[src/rtl/io_pkg.sv]
// io_pkg: shared state type, default sizes and port-select range check for io_port_bank
package io_pkg;
  typedef enum logic {S_IDLE, S_WAIT} io_state_t;
  localparam int IO_WIDTH_DEF = 16;
  localparam int IO_PORTS_DEF = 4;
  function automatic logic sel_ok(input logic [31:0] sel, input int unsigned n);
    return sel < n;
  endfunction
endpackage

[src/rtl/io_in_fifo.sv]
// io_in_fifo: per-port input FIFO with count-based full/empty.
// Ports: clk, reset (async, active-high), push_i/pop_i (ignored when full/empty),
//        din_i, dout_o (head entry), full_o, empty_o.
module io_in_fifo #(
  parameter int WIDTH      = 16,
  parameter int FIFO_DEPTH = 4
) (
  input  logic             clk,
  input  logic             reset,
  input  logic             push_i,
  input  logic             pop_i,
  input  logic [WIDTH-1:0] din_i,
  output logic [WIDTH-1:0] dout_o,
  output logic             full_o,
  output logic             empty_o
);
  localparam int AW = $clog2(FIFO_DEPTH);
  logic [WIDTH-1:0] mem_q [FIFO_DEPTH];
  logic [AW-1:0]    wptr_q, rptr_q;
  logic [AW:0]      cnt_q;
  logic             push, pop;
  assign full_o  = cnt_q == (AW+1)'(FIFO_DEPTH);
  assign empty_o = cnt_q == '0;
  assign dout_o  = mem_q[rptr_q];
  assign push    = push_i & ~full_o;
  assign pop     = pop_i & ~empty_o;
  // pointers wrap naturally because FIFO_DEPTH is a power of two
  always_ff @(posedge clk or posedge reset) begin
    if (reset) begin
      wptr_q <= '0;
      rptr_q <= '0;
      cnt_q  <= '0;
    end else begin
      wptr_q <= wptr_q + AW'(push);
      rptr_q <= rptr_q + AW'(pop);
      cnt_q  <= cnt_q + (AW+1)'(push) - (AW+1)'(pop);
    end
  end
  // storage needs no reset: the count alone decides which entries are live
  always_ff @(posedge clk) begin
    if (push) mem_q[wptr_q] <= din_i;
  end
endmodule

[src/rtl/io_port_bank.sv]
// io_port_bank: NUM_PORTS input FIFOs and output latches for the memory-stage IN/OUT path.
// Ports: clk, reset (async, active-high); ioe/ior/iow/port_sel/wdata from EM;
//        rdata/rvalid (registered read result), stall (read pending on empty port);
//        port_in_data/valid/ready (external input handshake), port_out_data/strobe,
//        irq (data-available; generated only when IO_IRQ_EN is defined, else 0).
module io_port_bank import io_pkg::*; #(
  parameter int WIDTH      = IO_WIDTH_DEF,
  parameter int NUM_PORTS  = IO_PORTS_DEF,
  parameter int FIFO_DEPTH = 4,
  parameter int PSEL_W     = $clog2(NUM_PORTS) + 1
) (
  input  logic                       clk,
  input  logic                       reset,
  input  logic                       ioe,
  input  logic                       ior,
  input  logic                       iow,
  input  logic [PSEL_W-1:0]          port_sel,
  input  logic [WIDTH-1:0]           wdata,
  output logic [WIDTH-1:0]           rdata,
  output logic                       rvalid,
  output logic                       stall,
  input  logic [NUM_PORTS*WIDTH-1:0] port_in_data,
  input  logic [NUM_PORTS-1:0]       port_in_valid,
  output logic [NUM_PORTS-1:0]       port_in_ready,
  output logic [NUM_PORTS*WIDTH-1:0] port_out_data,
  output logic [NUM_PORTS-1:0]       port_out_strobe,
  output logic                       irq
);
  localparam int SW = PSEL_W - 1;
  io_state_t                state_q, state_d;
  logic [SW-1:0]            wait_sel_q, wait_sel_d, idx;
  logic [WIDTH-1:0]         rdata_q, rdata_d;
  logic                     rvalid_q, rvalid_d;
  logic [NUM_PORTS*WIDTH-1:0] out_q;
  logic [NUM_PORTS-1:0]     strobe_q, pop_vec, empty_v, full_v;
  logic [WIDTH-1:0]         head [NUM_PORTS];
  logic                     rd_req, wr_req, in_range;
  assign rd_req   = ioe & ior & ~iow;
  assign wr_req   = ioe & iow & ~ior;
  assign in_range = sel_ok(32'(port_sel), NUM_PORTS);
  assign idx      = port_sel[SW-1:0];
  for (genvar p = 0; p < NUM_PORTS; p++) begin : g_fifo
    io_in_fifo #(.WIDTH(WIDTH), .FIFO_DEPTH(FIFO_DEPTH)) u_fifo (
      .clk    (clk),
      .reset  (reset),
      .push_i (port_in_valid[p]),
      .pop_i  (pop_vec[p]),
      .din_i  (port_in_data[p*WIDTH +: WIDTH]),
      .dout_o (head[p]),
      .full_o (full_v[p]),
      .empty_o(empty_v[p])
    );
  end
  assign port_in_ready = ~full_v;
  // no bypass: a read of an empty port always stalls at least the cycle it is issued
  always_comb begin
    state_d    = state_q;
    wait_sel_d = wait_sel_q;
    rdata_d    = rdata_q;
    rvalid_d   = 1'b0;
    stall      = 1'b0;
    pop_vec    = '0;
    if (state_q == S_WAIT) begin
      stall = empty_v[wait_sel_q];
      if (!empty_v[wait_sel_q]) begin
        pop_vec[wait_sel_q] = 1'b1;
        rdata_d  = head[wait_sel_q];
        rvalid_d = 1'b1;
        state_d  = S_IDLE;
      end
    end else if (rd_req) begin
      if (!in_range) begin
        rdata_d  = '0;
        rvalid_d = 1'b1;
      end else if (empty_v[idx]) begin
        stall      = 1'b1;
        wait_sel_d = idx;
        state_d    = S_WAIT;
      end else begin
        pop_vec[idx] = 1'b1;
        rdata_d  = head[idx];
        rvalid_d = 1'b1;
      end
    end
  end
  always_ff @(posedge clk or posedge reset) begin
    if (reset) begin
      state_q    <= S_IDLE;
      wait_sel_q <= '0;
      rdata_q    <= '0;
      rvalid_q   <= 1'b0;
      out_q      <= '0;
      strobe_q   <= '0;
    end else begin
      state_q    <= state_d;
      wait_sel_q <= wait_sel_d;
      rdata_q    <= rdata_d;
      rvalid_q   <= rvalid_d;
      strobe_q   <= '0;
      if (wr_req && in_range) begin
        out_q[int'(idx)*WIDTH +: WIDTH] <= wdata;
        strobe_q[idx] <= 1'b1;
      end
    end
  end
  assign rdata           = rdata_q;
  assign rvalid          = rvalid_q;
  assign port_out_data   = out_q;
  assign port_out_strobe = strobe_q;
`ifdef IO_IRQ_EN
  logic irq_q;
  always_ff @(posedge clk or posedge reset) begin
    if (reset) irq_q <= 1'b0;
    else       irq_q <= ~&empty_v;
  end
  assign irq = irq_q;
`else
  assign irq = 1'b0;
`endif
endmodule

[config.mk]
export PLATFORM = sky130hd
export DESIGN_NAME = io_port_bank
export DESIGN_NICKNAME = d
export VERILOG_FILES = /design/src/rtl/io_pkg.sv /design/src/rtl/io_in_fifo.sv /design/src/rtl/io_port_bank.sv
export SDC_FILE = /design/constraint.sdc
export NUM_CORES = 1
export LEC_CHECK = 0
export CELL_PAD_IN_SITES_DETAIL_PLACEMENT = 0
export CELL_PAD_IN_SITES_GLOBAL_PLACEMENT = 1
export CORE_MARGIN = 2
export CORE_UTILIZATION = 47
export CTS_CLUSTER_DIAMETER = 50
export DETAILED_ROUTE_END_ITERATION = 12
export PLACE_DENSITY = 0.78
export SYNTH_ARGS = -nofsm -noshare
export SYNTH_HDL_FRONTEND = slang
export SYNTH_SLANG_ARGS = --single-unit
export TNS_END_PERCENT = 50
[constraint.sdc]
create_clock -name clk -period 4.1 [get_ports clk]
set_input_delay 0.615 -clock clk [delete_from_list [all_inputs] [get_ports clk]]
set_output_delay 0.615 -clock clk [all_outputs]
set_load 0.02 [all_outputs]
==> impl_metrics.py, run 1 <==
metrics = {
    "outcome": {
        "outcome": "finished clean",
    },
    "clock_network": {
        "cts.clk_slew.worst_paths_ns": 0.06,
        "ctsHoldBuffers": 0,
        "cts_tree": "built",
        "cts_buffers": 41,
        "cts_resized": 0,
        "clockBufferDepth": 3,
        "clkLatencyLatePin_ns": 0.53,
        "clkSinkCount": 372,
        "htreeDepth": 2,
        "cts_setup_buffers": 0,
        "clock-root-buffer": "clkbuf_16",
    },
    "global_route": {
        "grt_pass1_wl_mm": 49.4,
        "grt_start_max_net_pins": 63,
        "track_usage": 0.198,
        "gr-total-overflow": 0,
        "use_met3": 0.0367,
        "grt-busiest-layer": "met2",
        "grtUsageMet2": 0.323,
        "antenna_found_initial": 0,
        "grt_pass1_vias": 8294,
        "grtUsageMet1": 0.275,
    },
    "sta": {
        "maxSlewHeadroom": 0.305,
        "worst_slew_pin_slew_ns": 1.04,
        "finalHoldViolCount": 0,
        "setup_tns_ns": 0,
        "period_share": 0.884,
        "fin_ws_ns": 0.475,
        "max_freq_mhz": 276,
        "finalClockSkew_ns": 0.0110,
        "drv_slew": 0,
        "setup-violations-final": 0,
        "finalWorstPathRequiredPeriod_ns": 3.62,
        "rsz0062_at_grt": "no",
    },
    "worst_setup_path": {
        "start_kind": "primary input",
        "worstSetupPathType": "primary input to output port",
        "r2r_start": "g_fifo[1].u_fifo.cnt_q[1]",
        "arrival_ns": 3.01,
        "critPathMaxFanout": 6,
        "crit_path_end_kind": "output port",
        "r2r_end": "g_fifo[0].u_fifo.cnt_q[2]",
        "required_ns": 3.48,
        "reg2reg_depth": 12,
        "reg2reg_setup_slack_ns": 1.19,
    },
    "synth": {
        "syn_nets": 1024,
        "netlist_instances": 912,
        "synth_area_mm2": 0.0149,
        "yosysWarningCount": 0,
        "yosysSeqAreaShare": 0.712,
        "async_flop_share": 0.312,
        "yosys-top-cells-area": "edfxtp_1, dfrtp_1, mux4_2",
        "synth_top_area_frac": 0.517,
        "synth_seq_cells": 372,
        "synth_flop_cell": "edfxtp_1",
        "synth_edf_count": 256,
        "yosysUniqueCellTypes": 56,
        "yosys.area.top_type": "edfxtp_1",
        "syn_area_per_cell_um2": 16.3,
    },
    "route": {
        "drtPass1Iterations": 5,
        "ant_nets": 0,
        "post_drt_wl_per_cell_um": 20.8,
        "routed_wl_mm": 32.3,
        "drtIter0Drc": 609,
        "vias_per_cell": 5.31,
        "dr_total_vias": 8250,
        "drcViolationCount": 0,
    },
    "floorplanning": {
        "placementRows": 65,
        "die_x_um": 182,
        "die_h_um": 182,
        "dieArea_mm2": 0.0331,
        "design.core.area_mm2": 0.0314,
        "initial_core_util": 0.474,
        "io_pins": 183,
    },
    "power_and_ir_drop": {
        "ir_worst_vdd_mv": 0.461,
        "p_leak_nw": 6.86,
        "p_per_area_mw_per_mm2": 630,
    },
    "min_path": {
        "min_from": "port_out_data[26]",
        "hold_class": "register to register",
        "whs_path_depth": 2,
        "holdPathEnd": "port_out_data[26]",
    },
    "place": {
        "gp_congestion": 0.818,
        "post-place-ws_ns": 0.483,
        "placed_cell_area_mm2": 0.0172,
        "place_hpwl_mm": 21.8,
        "portBuffers": 181,
    },
    "run": {
        "max_cap_viol_count": 0,
    },
    "final_layout": {
        "antenna_cells": 0,
        "final_area_mm2": 0.0185,
        "num-fill-cells": 2414,
        "drive_gt1_frac": 0.162,
        "area_delta_synth_final_pct": 24.6,
        "nets": 1233,
    },
}
-- per-layer routing --
layer  vias up  share of wire
li1       3833              -
met4         0          0.022
met1      4116           0.44
met2       256           0.49
met5         -              0
met3        45          0.058
-- worst max-delay path by stage --
stage	cells after the start	slack (ns)	from	to
2_1_floorplan	1	0.41	reset	g_fifo[0].u_fifo.cnt_q[0]
3_3_place_gp	7	0.44	port_sel[1]	stall
3_5_place_dp	7	0.48	port_sel[1]	stall
4_1_cts	7	0.46	port_sel[1]	stall
5_1_grt	7	0.36	port_sel[1]	stall
6_report	7	0.48	port_sel[1]	stall
-- cells in the final DEF (no fill, tap or decap), types with 2 or more instances in the layout --
| cell | n |
|---|---|
| bufinv_16 | 3 |
| a21oi_1 | 3 |
| clkinv_1 | 9 |
| a221o_1 | 16 |
| nor3_2 | 2 |
| nor2_1 | 14 |
| xor2_1 | 8 |
| and2_0 | 2 |
| nand3_1 | 3 |
| nor4_1 | 2 |
| clkbuf_1 | 9 |
| clkinv_2 | 7 |
| o21ai_0 | 65 |
| nor3b_4 | 3 |
| ha_1 | 16 |
| buf_4 | 28 |
| clkinvlp_4 | 2 |
| fa_1 | 4 |
| mux2_2 | 9 |
| clkbuf_16 | 42 |
| mux4_2 | 61 |
| and3_1 | 5 |
| inv_1 | 49 |
| mux4_1 | 3 |
| dfrtp_1 | 116 |
| nand2_1 | 153 |
| mux2i_1 | 3 |
| nor3_1 | 4 |
| or2_2 | 2 |
| clkdlybuf4s50_1 | 181 |
| mux2_4 | 9 |
| or3_1 | 3 |
| nor3b_2 | 3 |
| edfxtp_1 | 256 |
| o22ai_1 | 18 |
| xnor2_1 | 10 |
-- cells in the mapped netlist (all sizes together), types with 16 or more instances --
library cell / count
edfxtp: 256
nand2: 153
dfrtp: 116
o21ai: 65
mux4: 64
inv: 51
clkbuf: 22
buf: 21
mux2: 18
o22ai: 18
a221o: 16
ha: 16
-- worst max-delay path: stages --
cell and delay [ns]:
clkdlybuf4s50_1 0.58, nor4_4 0.39, o21ai_0 0.12, a21oi_1 0.28, and2_1 0.25, a21o_1 0.12
clkdlybuf4s50_1 0.66
-- power breakdown --
group          leakage [nW]  total (W)  switching [W]  internal, W
Sequential             3.88    0.00545       0.000586      0.00486
Combinational          2.35    0.00272        0.00135      0.00137
Clock                 0.632    0.00351        0.00143      0.00208
Total                  6.86     0.0117        0.00336      0.00831
-- cell type report --
cell class | instances | area, µm² | share of cell area
clock buffers | 51 | 1080 | 0.0585
repair buffers | 209 | 2020 | 0.109
inverters | 52 | 198 | 0.0107
flip-flops and latches | 372 | 10600 | 0.571
well taps | 402 | 503 | 0.0271
clock inverters | 23 | 215 | 0.0116
multi-input cells | 445 | 3920 | 0.211
-- sequential cells by signal (all words and copies together) (netlist names), 2 cells and up --
signal	count
port_out_data	64
g_fifo.u_fifo.mem_q	256
port_out_strobe	4
g_fifo.u_fifo.rptr_q	8
g_fifo.u_fifo.wptr_q	8
rdata	16
wait_sel_q	2
g_fifo.u_fifo.cnt_q	12
-- logic make-up after synthesis --
logic type | synth area share
AO/OA/AOI/OAI | 0.0521
XOR/XNOR | 0.0106
adder cells (fa/ha/maj) | 0.0188
buffers and inverters | 0.0298
flip-flops | 0.712
multiplexers | 0.116
other | 0.000252
AND/OR/NAND/NOR | 0.0608
-- stage by stage --
stage,util,hold slack [ns],total power [W],std cells
final,0.590,0.474,0.0117,1554
after global routing,0.590,0.505,0.0122,1554
after detailed placement,0.549,0.470,0.00830,1480
after global placement,0.549,0.462,0.00823,1480
after CTS,0.590,0.482,0.0118,1554
after floorplan,-,0.473,0.00719,912
No activity file was read; power rests on OpenSTA's default activity.
==> inputs of run 2 (changes only) <==
GPL_TIMING_DRIVEN = 0   (was not set)
PLACE_DENSITY = not set   (was 0.78)
PLACE_DENSITY_LB_ADDON = 0.1   (was not set)
REMOVE_ABC_BUFFERS = 1   (was not set)
==> impl_metrics.py, run 2 (synthesis results as in run 1) <==
metrics = {
    "route": {
        "dr_total_vias": 8125,
        "ant_nets": 0,
        "drtIter0Drc": 491,
        "vias_per_cell": 5.25,
        "routed_wl_mm": 31.9,
        "drtPass1Iterations": 5,
        "post_drt_wl_per_cell_um": 20.6,
        "drcViolationCount": 0,
    },
    "worst_setup_path": {
        "arrival_ns": 3.17,
        "crit_path_end_kind": "output port",
        "worstSetupPathType": "primary input to output port",
        "crit_chain": "clkdlybuf4s50_1 > nor4_4 > o21ai_0 > a21oi_1 > and2_1 > a21o_1 > clkdlybuf4s50_1",
        "r2r_start": "g_fifo[1].u_fifo.cnt_q[1]",
        "critPathMaxFanout": 11,
        "crit_top_cell": "clkdlybuf4s50_1",
        "required_ns": 3.48,
        "max_stage_delay_ns": 0.72,
        "crit_start": "port_sel[1]",
        "cpMaxStageDelayCell": "clkdlybuf4s50_1",
        "start_kind": "primary input",
    },
    "floorplanning": {
        "design.core.area_mm2": 0.0314,
        "dieArea_mm2": 0.0331,
        "io_pins": 183,
        "die_h_um": 182,
        "initial_core_util": 0.474,
        "placementRows": 65,
        "die_x_um": 182,
    },
    "global_route": {
        "grt_pass1_wl_mm": 50.2,
        "antenna_found_initial": 1,
        "gr-total-overflow": 0,
        "grt_pass1_vias": 8433,
        "track_usage": 0.200,
        "grt_start_max_net_pins": 61,
    },
    "power_and_ir_drop": {
        "comb_power_share": 0.219,
        "switching_power_w": 0.00343,
        "p_int_w": 0.00857,
        "p_total_w": 0.0120,
        "p_sw_frac": 0.286,
        "p_seq_frac": 0.461,
        "p_clk_frac": 0.320,
        "p_leak_nw": 6.89,
        "p_per_area_mw_per_mm2": 643,
        "ir_worst_vdd_mv": 0.368,
    },
    "sta": {
        "finalClockSkew_ns": 0.0254,
        "fin_ws_ns": 0.320,
        "setup-violations-final": 0,
        "worst_slew_pin_slew_ns": 1.16,
        "max_freq_mhz": 265,
        "holdWs_ns": 0.475,
        "maxSlewHeadroom": 0.223,
        "drv_slew": 0,
        "period_share": 0.922,
        "finalHoldViolCount": 0,
        "rsz0062_at_grt": "no",
        "finalWorstPathRequiredPeriod_ns": 3.78,
    },
    "clock_network": {
        "cts.clk_slew.worst_paths_ns": 0.05,
        "cts_resized": 0,
        "cts_buffers": 44,
        "clkLatencyLatePin_ns": 0.54,
        "cts_tree": "built",
        "clock-root-buffer": "clkbuf_16",
        "ctsHoldBuffers": 0,
        "cts_setup_buffers": 0,
        "clockBufferDepth": 3,
        "clkSinkCount": 372,
        "htreeDepth": 2,
    },
    "final_layout": {
        "fin_util": 0.595,
        "final_cell_mix": "edfxtp_1, clkdlybuf4s50_1, nand2_1",
        "area_delta_synth_final_pct": 25.6,
        "largest_register_ffs": 256,
        "nets": 1222,
        "drive_gt1_frac": 0.169,
        "num-fill-cells": 2410,
        "final_common_cell": "edfxtp_1",
        "regMostFlops": "g_fifo.u_fifo.mem_q",
    },
    "place": {
        "portBuffers": 181,
        "post-place-ws_ns": 0.315,
        "place_hpwl_mm": 21.6,
        "gp_congestion": 0.766,
    },
    "outcome": {
        "outcome": "finished clean",
    },
    "min_path": {
        "min_from": "port_out_data[35]",
        "hold_class": "register to register",
    },
    "run": {
        "max_cap_viol_count": 0,
    },
}
==> run 2: cell type report <==
cell class              instances  area (µm²)  area share
well taps                     402         503      0.0269
multi-input cells             445        3910       0.209
diodes                          1        2.50    0.000134
clock buffers                  61        1250      0.0668
clock inverters                20         221      0.0119
inverters                      52         200      0.0107
repair buffers                195        2000       0.107
flip-flops and latches        372       10600       0.567
==> run 2: critical path, delay by kind of cell <==
family | cells | cell delay [ns]
AOI/OAI and AO/OA | 3 | 0.51
buffers and inverters | 2 | 1.37
and+or+nand+nor | 2 | 0.67
==> run 2: per-stage QoR <==
| stage | cells | TNS [ns] | area, µm² |
|---|---|---|---|
| finish | 1548 | 0 | 18700 |
| global route | 1547 | 0 | 18700 |
| CTS | 1547 | 0 | 18700 |
| detailed placement | 1466 | 0 | 17200 |
| global placement | 1452 | -210.58 | 16900 |
| floorplan | 869 | 0 | 14600 |
==> run 2: power by group through the flow <==
stage / Sequential (W) / Combinational, W / Clock, W
6_report: 0.00554 / 0.00262 / 0.00384
4_1_cts: 0.00556 / 0.00268 / 0.00394
2_1_floorplan: 0.00556 / 0.00152 / 0
3_3_place_gp: 0.00561 / 0.00254 / 0
3_5_place_dp: 0.00563 / 0.00267 / 0
5_1_grt: 0.00566 / 0.00285 / 0.00410
==> run 2: per-layer routing <==
metal	track usage	part of all wire
met1	0.288	0.45
met2	0.326	0.49
met3	0.0357	0.047
met4	0.0397	0.015
met5	0	0
==> run 2: worst paths after layout <==
check | endpoint | slack (ns) | cells after the start
worst max-delay path | stall | 0.32 | 7
worst min-delay path | port_out_data[35] | 0.48 | 2
worst max register to register | g_fifo[0].u_fifo.cnt_q[2] | 1.19 | 12
worst min register to register | port_out_data[35] | 0.48 | 2
max in group asynchronous | g_fifo[2].u_fifo.cnt_q[2] | 2.83 | 3
min in group asynchronous | rdata[4] | 0.56 | 2
==> RTL change 1, RTL diff (config.mk and constraints of run 2) <==
The option `IO_IRQ_EN` is turned on by a define.
--- a/src/rtl/io_port_bank.sv
+++ b/src/rtl/io_port_bank.sv
@@ -4,4 +4,6 @@
 //        port_in_data/valid/ready (external input handshake), port_out_data/strobe,
 //        irq (data-available; generated only when IO_IRQ_EN is defined, else 0).
+`define IO_IRQ_EN
+
 module io_port_bank import io_pkg::*; #(
   parameter int WIDTH      = IO_WIDTH_DEF,
Formal check against the unedited RTL: not equivalent (a bounded check fails within 4 cycles, from zero or initial values and one cycle with reset high).
==> RTL change 1 against run 2 <==
Register-to-register slack lost 0.20 ns. Routed wire length decreased by 0.25%. Synthesized area is 1.3% lower. Sequential power decreased by 1%. Via count hardly changed. Setup slack improved by 0.050 ns. Hold slack improved by 0.0030 ns. Final area is 1.1% lower. Sequential cell count grew 1. Highest routed layer is now met5. Power is 2.7% lower.
==> RTL change 1: results (changes against run 2) <==
Status - finished, final reports clean (unchanged)
GR Layer Usage met3 - 3.67% (was 3.57%)
Compound-cell area share of the yosys netlist - 4.58% (was 5.21%)
Post-synth top cells - edfxtp_1, nand2_1, dfrtp_1 (unchanged)
Vias/cell - 5.30 (was 5.25)
WHS - 0.478 ns (was 0.475 ns)
First-pass GRT wire length - 49400 um (was 50200 um)
Layout cells sized above 1 - 15.9% (was 16.9%)
Post-synthesis mux area share - 11.6% (about the same)
CP max stage delay - 0.65 ns (was 0.72 ns)
Nonclk buf count - 200 (was 195)
Largest net degree at the start of global routing - 63 (was 61)
Multi-input logic area - 3750 um2 (was 3910 um2)
Leakage - 6.88 nW (was 6.89 nW)
Sequential area share after synthesis - 72.3% (was 71.2%)
Asr flop ratio synth - 31.4% (was 31.2%)
RePlAce Congestion - 0.769 (was 0.766)
Crit path max fanout - 8 (was 11)
Clock Sinks - 373 (was 372)
Post-synthesis xor/xnor area fraction - 1.01% (was 1.06%)
Fillers - 2360 (was 2410)
R2r setup slk - 0.99 ns (was 1.19 ns)
Vias in the first global route - 8312 (was 8433)
DR WL met2 - 15400 um (was 15500 um)
Placed cell areas - 17100 um2 (was 17200 um2)
Fin nets - 1218 (was 1222)
Drt pass-1 iters - 4 (was 5)
Worst VDD drop - 0.410 mV (was 0.368 mV)
Multi-input gates - 429 (was 445)
TritonCTS Buffers - 41 (was 44)
Dpl hpwl - 22000 um (was 21600 um)
Clk_buf instances - 56 (was 61)
Met2 Usage GRT - 31.8% (was 32.6%)
Cell area after layout - 18500 um2 (was 18700 um2)
CP arrival - 3.12 ns (was 3.17 ns)
Routing usage on met1 - 28.2% (was 28.8%)
Max layer used - met5 (was met4)
Die Wd - 181 um (was 182 um)
[RTL change 1: cell types whose count changed after synthesis, sizes merged, moves of 4 or more]
cell	run 2	this run
buf	21	10
inv	51	59
clkbuf	22	29
nand2	153	149
nor3	7	11
[RTL change 1: worst paths after layout]
path / startpoint / to / depth (start not counted)
worst max-delay path: port_sel[0] / stall / 6
worst min-delay path: port_out_data[38]$_DFFE_PP0P_ / port_out_data[38]$_DFFE_PP0P_ / 2
worst max register to register: g_fifo[3].u_fifo.cnt_q[2]$_DFF_PP0_ / g_fifo[3].u_fifo.cnt_q[2]$_DFF_PP0_ / 11
worst min register to register: port_out_data[38]$_DFFE_PP0P_ / port_out_data[38]$_DFFE_PP0P_ / 2
max in group asynchronous: reset / g_fifo[1].u_fifo.cnt_q[0]$_DFF_PP0_ / 3
min in group asynchronous: reset / port_out_data[40]$_DFFE_PP0P_ / 2
[RTL change 1: where the power goes]
part	switching, mW	internal, mW	total [mW]
clock	1.43	2.15	3.59
combinational	1.25	1.37	2.62
sequential	0.617	4.86	5.47
==> RTL change 2, RTL diff (config.mk and constraints of run 2) <==
Without the edit above. Take the reset off `rdata_q` and load it in a clocked block of its own.
--- a/src/rtl/io_port_bank.sv
+++ b/src/rtl/io_port_bank.sv
@@ -88,5 +88,4 @@
       state_q    <= S_IDLE;
       wait_sel_q <= '0;
-      rdata_q    <= '0;
       rvalid_q   <= 1'b0;
       out_q      <= '0;
@@ -95,5 +94,4 @@
       state_q    <= state_d;
       wait_sel_q <= wait_sel_d;
-      rdata_q    <= rdata_d;
       rvalid_q   <= rvalid_d;
       strobe_q   <= '0;
@@ -103,4 +101,8 @@
       end
     end
+  end
+
+  always_ff @(posedge clk) begin
+    rdata_q <= rdata_d;
   end
   assign rdata           = rdata_q;
Function: differs if reset is asserted again (counterexample within 4 cycles, from zero or initial values and one cycle with reset high); with reset held inactive, the same outputs for 4 cycles.
==> RTL change 2 against run 2 <==
Utilization is 0.16 points higher. Global-route usage is 0.55 points higher. Power is 2.5% lower. Synthesized area is 1.3% higher. Clock power is 3% lower. Highest routed layer unchanged. Via count is 6.7% higher. Final area is 0.79% higher. Routed wire length is 5.6% higher. Sequential cell count stayed put. Setup slack better by 0.043 ns.
==> RTL change 2: results (changes against run 2) <==
Status - finished, final reports clean (unchanged)
CP arrival - 3.12 ns (was 3.17 ns)
Diode count - 0 (was 1)
Sequential area share after synthesis - 70.8% (was 71.2%)
Tightest Pin Transition - 1.24 ns (was 1.16 ns)
Final Skew - 0.00939 ns (was 0.0254 ns)
Drt pass-1 iters - 4 (was 5)
Dpl hpwl - 23300 um (was 21600 um)
TritonCTS Buffers - 44 (unchanged)
WL/cell - 21.3 um (was 20.6 um)
Top reg by flops - g_fifo.u_fifo.mem_q (unchanged)
Layout cells sized above 1 - 14.2% (was 16.9%)
Post-synth top cells - edfxtp_1, nand2_1, dfrtp_1 (unchanged)
Leakage - 6.80 nW (was 6.89 nW)
Fillers - 2472 (was 2410)
CTS-repair resized insts - 1 (was 0)
Vias in the first global route - 8635 (was 8433)
All-Layer GR Usage - 20.6% (was 20.0%)
1st-iter DRT viols - 739 (was 491)
Synth top area cells - edfxtp_1, dfrtp_1, mux4_2 (unchanged)
Asr flop ratio synth - 26.9% (was 31.2%)
RePlAce Congestion - 0.742 (was 0.766)
Worst VDD drop - 0.316 mV (was 0.368 mV)
Synth unique cells - 38 (was 56)
Via count - 8672 (was 8125)
Dpl ws - -0.132 ns (was 0.315 ns)
First-pass GRT wire length - 52100 um (was 50200 um)
Fin nets - 1262 (was 1222)
Number of synthesized flops with an enable pin - 272 (was 256)
Crit path max fanout - 26 (was 11)
## RTL change 2: cell types whose count changed after synthesis, moves of 16 or more
cell / run 2 / this run
a22o_1: 0 / 16
edfxtp_1: 256 / 272
inv_1: 50 / 20
o22ai_1: 18 / 0
dfrtp_1: 116 / 100
nand2_1: 153 / 182
clkbuf_1: 22 / 43
a22oi_1: 0 / 64
a221o_1: 16 / 0
## RTL change 2: cell type report
class | count | area, um2 | share of cell area, %
timing repair buffer | 194 | 1990 | 10.5
multi-input combinational | 518 | 4180 | 22.2
clock inverter | 23 | 225 | 1.20
sequential | 372 | 10700 | 56.7
inverter | 20 | 77.6 | 0.412
clock buffer | 55 | 1180 | 6.29
tap | 402 | 503 | 2.67
## RTL change 2: through the flow
step,cells,setup TNS [ns]
6_report,1584,0
5_1_grt,1584,0
4_1_cts,1584,0
3_5_place_dp,1506,-0.237
3_3_place_gp,1493,-101.85
2_1_floorplan,910,0
## RTL change 2: kinds of logic (layout without fill, tap and decap cells)
family | after synthesis | count (layout) | share of synthesized area, %
buffers and inverters | 76 | 292 | 1.97
AND/OR/NAND/NOR | 250 | 250 | 7.12
adder cells (fa/ha/maj) | 20 | 20 | 1.86
multiplexers | 71 | 71 | 10.3
other | 1 | 1 | 0.0249
flip-flops | 372 | 372 | 70.8
XOR/XNOR | 16 | 16 | 0.930
AO/OA/AOI/OAI | 160 | 160 | 6.95
## RTL change 2: worst paths after layout
kind                                                from                                   to  slack (ns)  cells past startpoint
setup / recovery                       state_q$_DFF_PP0_                                stall        0.36                      5
min in group asynchronous                          reset         port_out_strobe[3]$_DFF_PP0_        0.57                      2
hold reg to reg            port_out_data[41]$_DFFE_PP0P_        port_out_data[41]$_DFFE_PP0P_        0.48                      2
max in group asynchronous                          reset         port_out_data[4]$_DFFE_PP0P_        2.83                      3
setup reg to reg                       state_q$_DFF_PP0_  g_fifo[1].u_fifo.cnt_q[2]$_DFF_PP0_        0.80                     11
hold / removal             port_out_data[41]$_DFFE_PP0P_        port_out_data[41]$_DFFE_PP0P_        0.48                      2
## RTL change 2: report_power, final
group / internal (mW) / switching, mW
logic: 1.23 / 1.39
registers: 4.83 / 0.517
clock network: 2.25 / 1.49
## RTL change 2: per-layer routing
metal | track usage, % | part of all wire [%] | vias to the layer above
met5 | 0 | 0 | -
met4 | 5.28 | 1.6 | 0
met3 | 4.27 | 5.9 | 31
met2 | 31.8 | 47 | 253
met1 | 30.1 | 45 | 4346
li1 | - | - | 4042
## RTL change 2: critical path: stages, from the launching register on
cell	delay [ns]
dfrtp_1	0.76
nor2_4	0.56
and2_1	0.38
nand2_1	0.13
nand2_1	0.12
clkdlybuf4s50_1	0.65
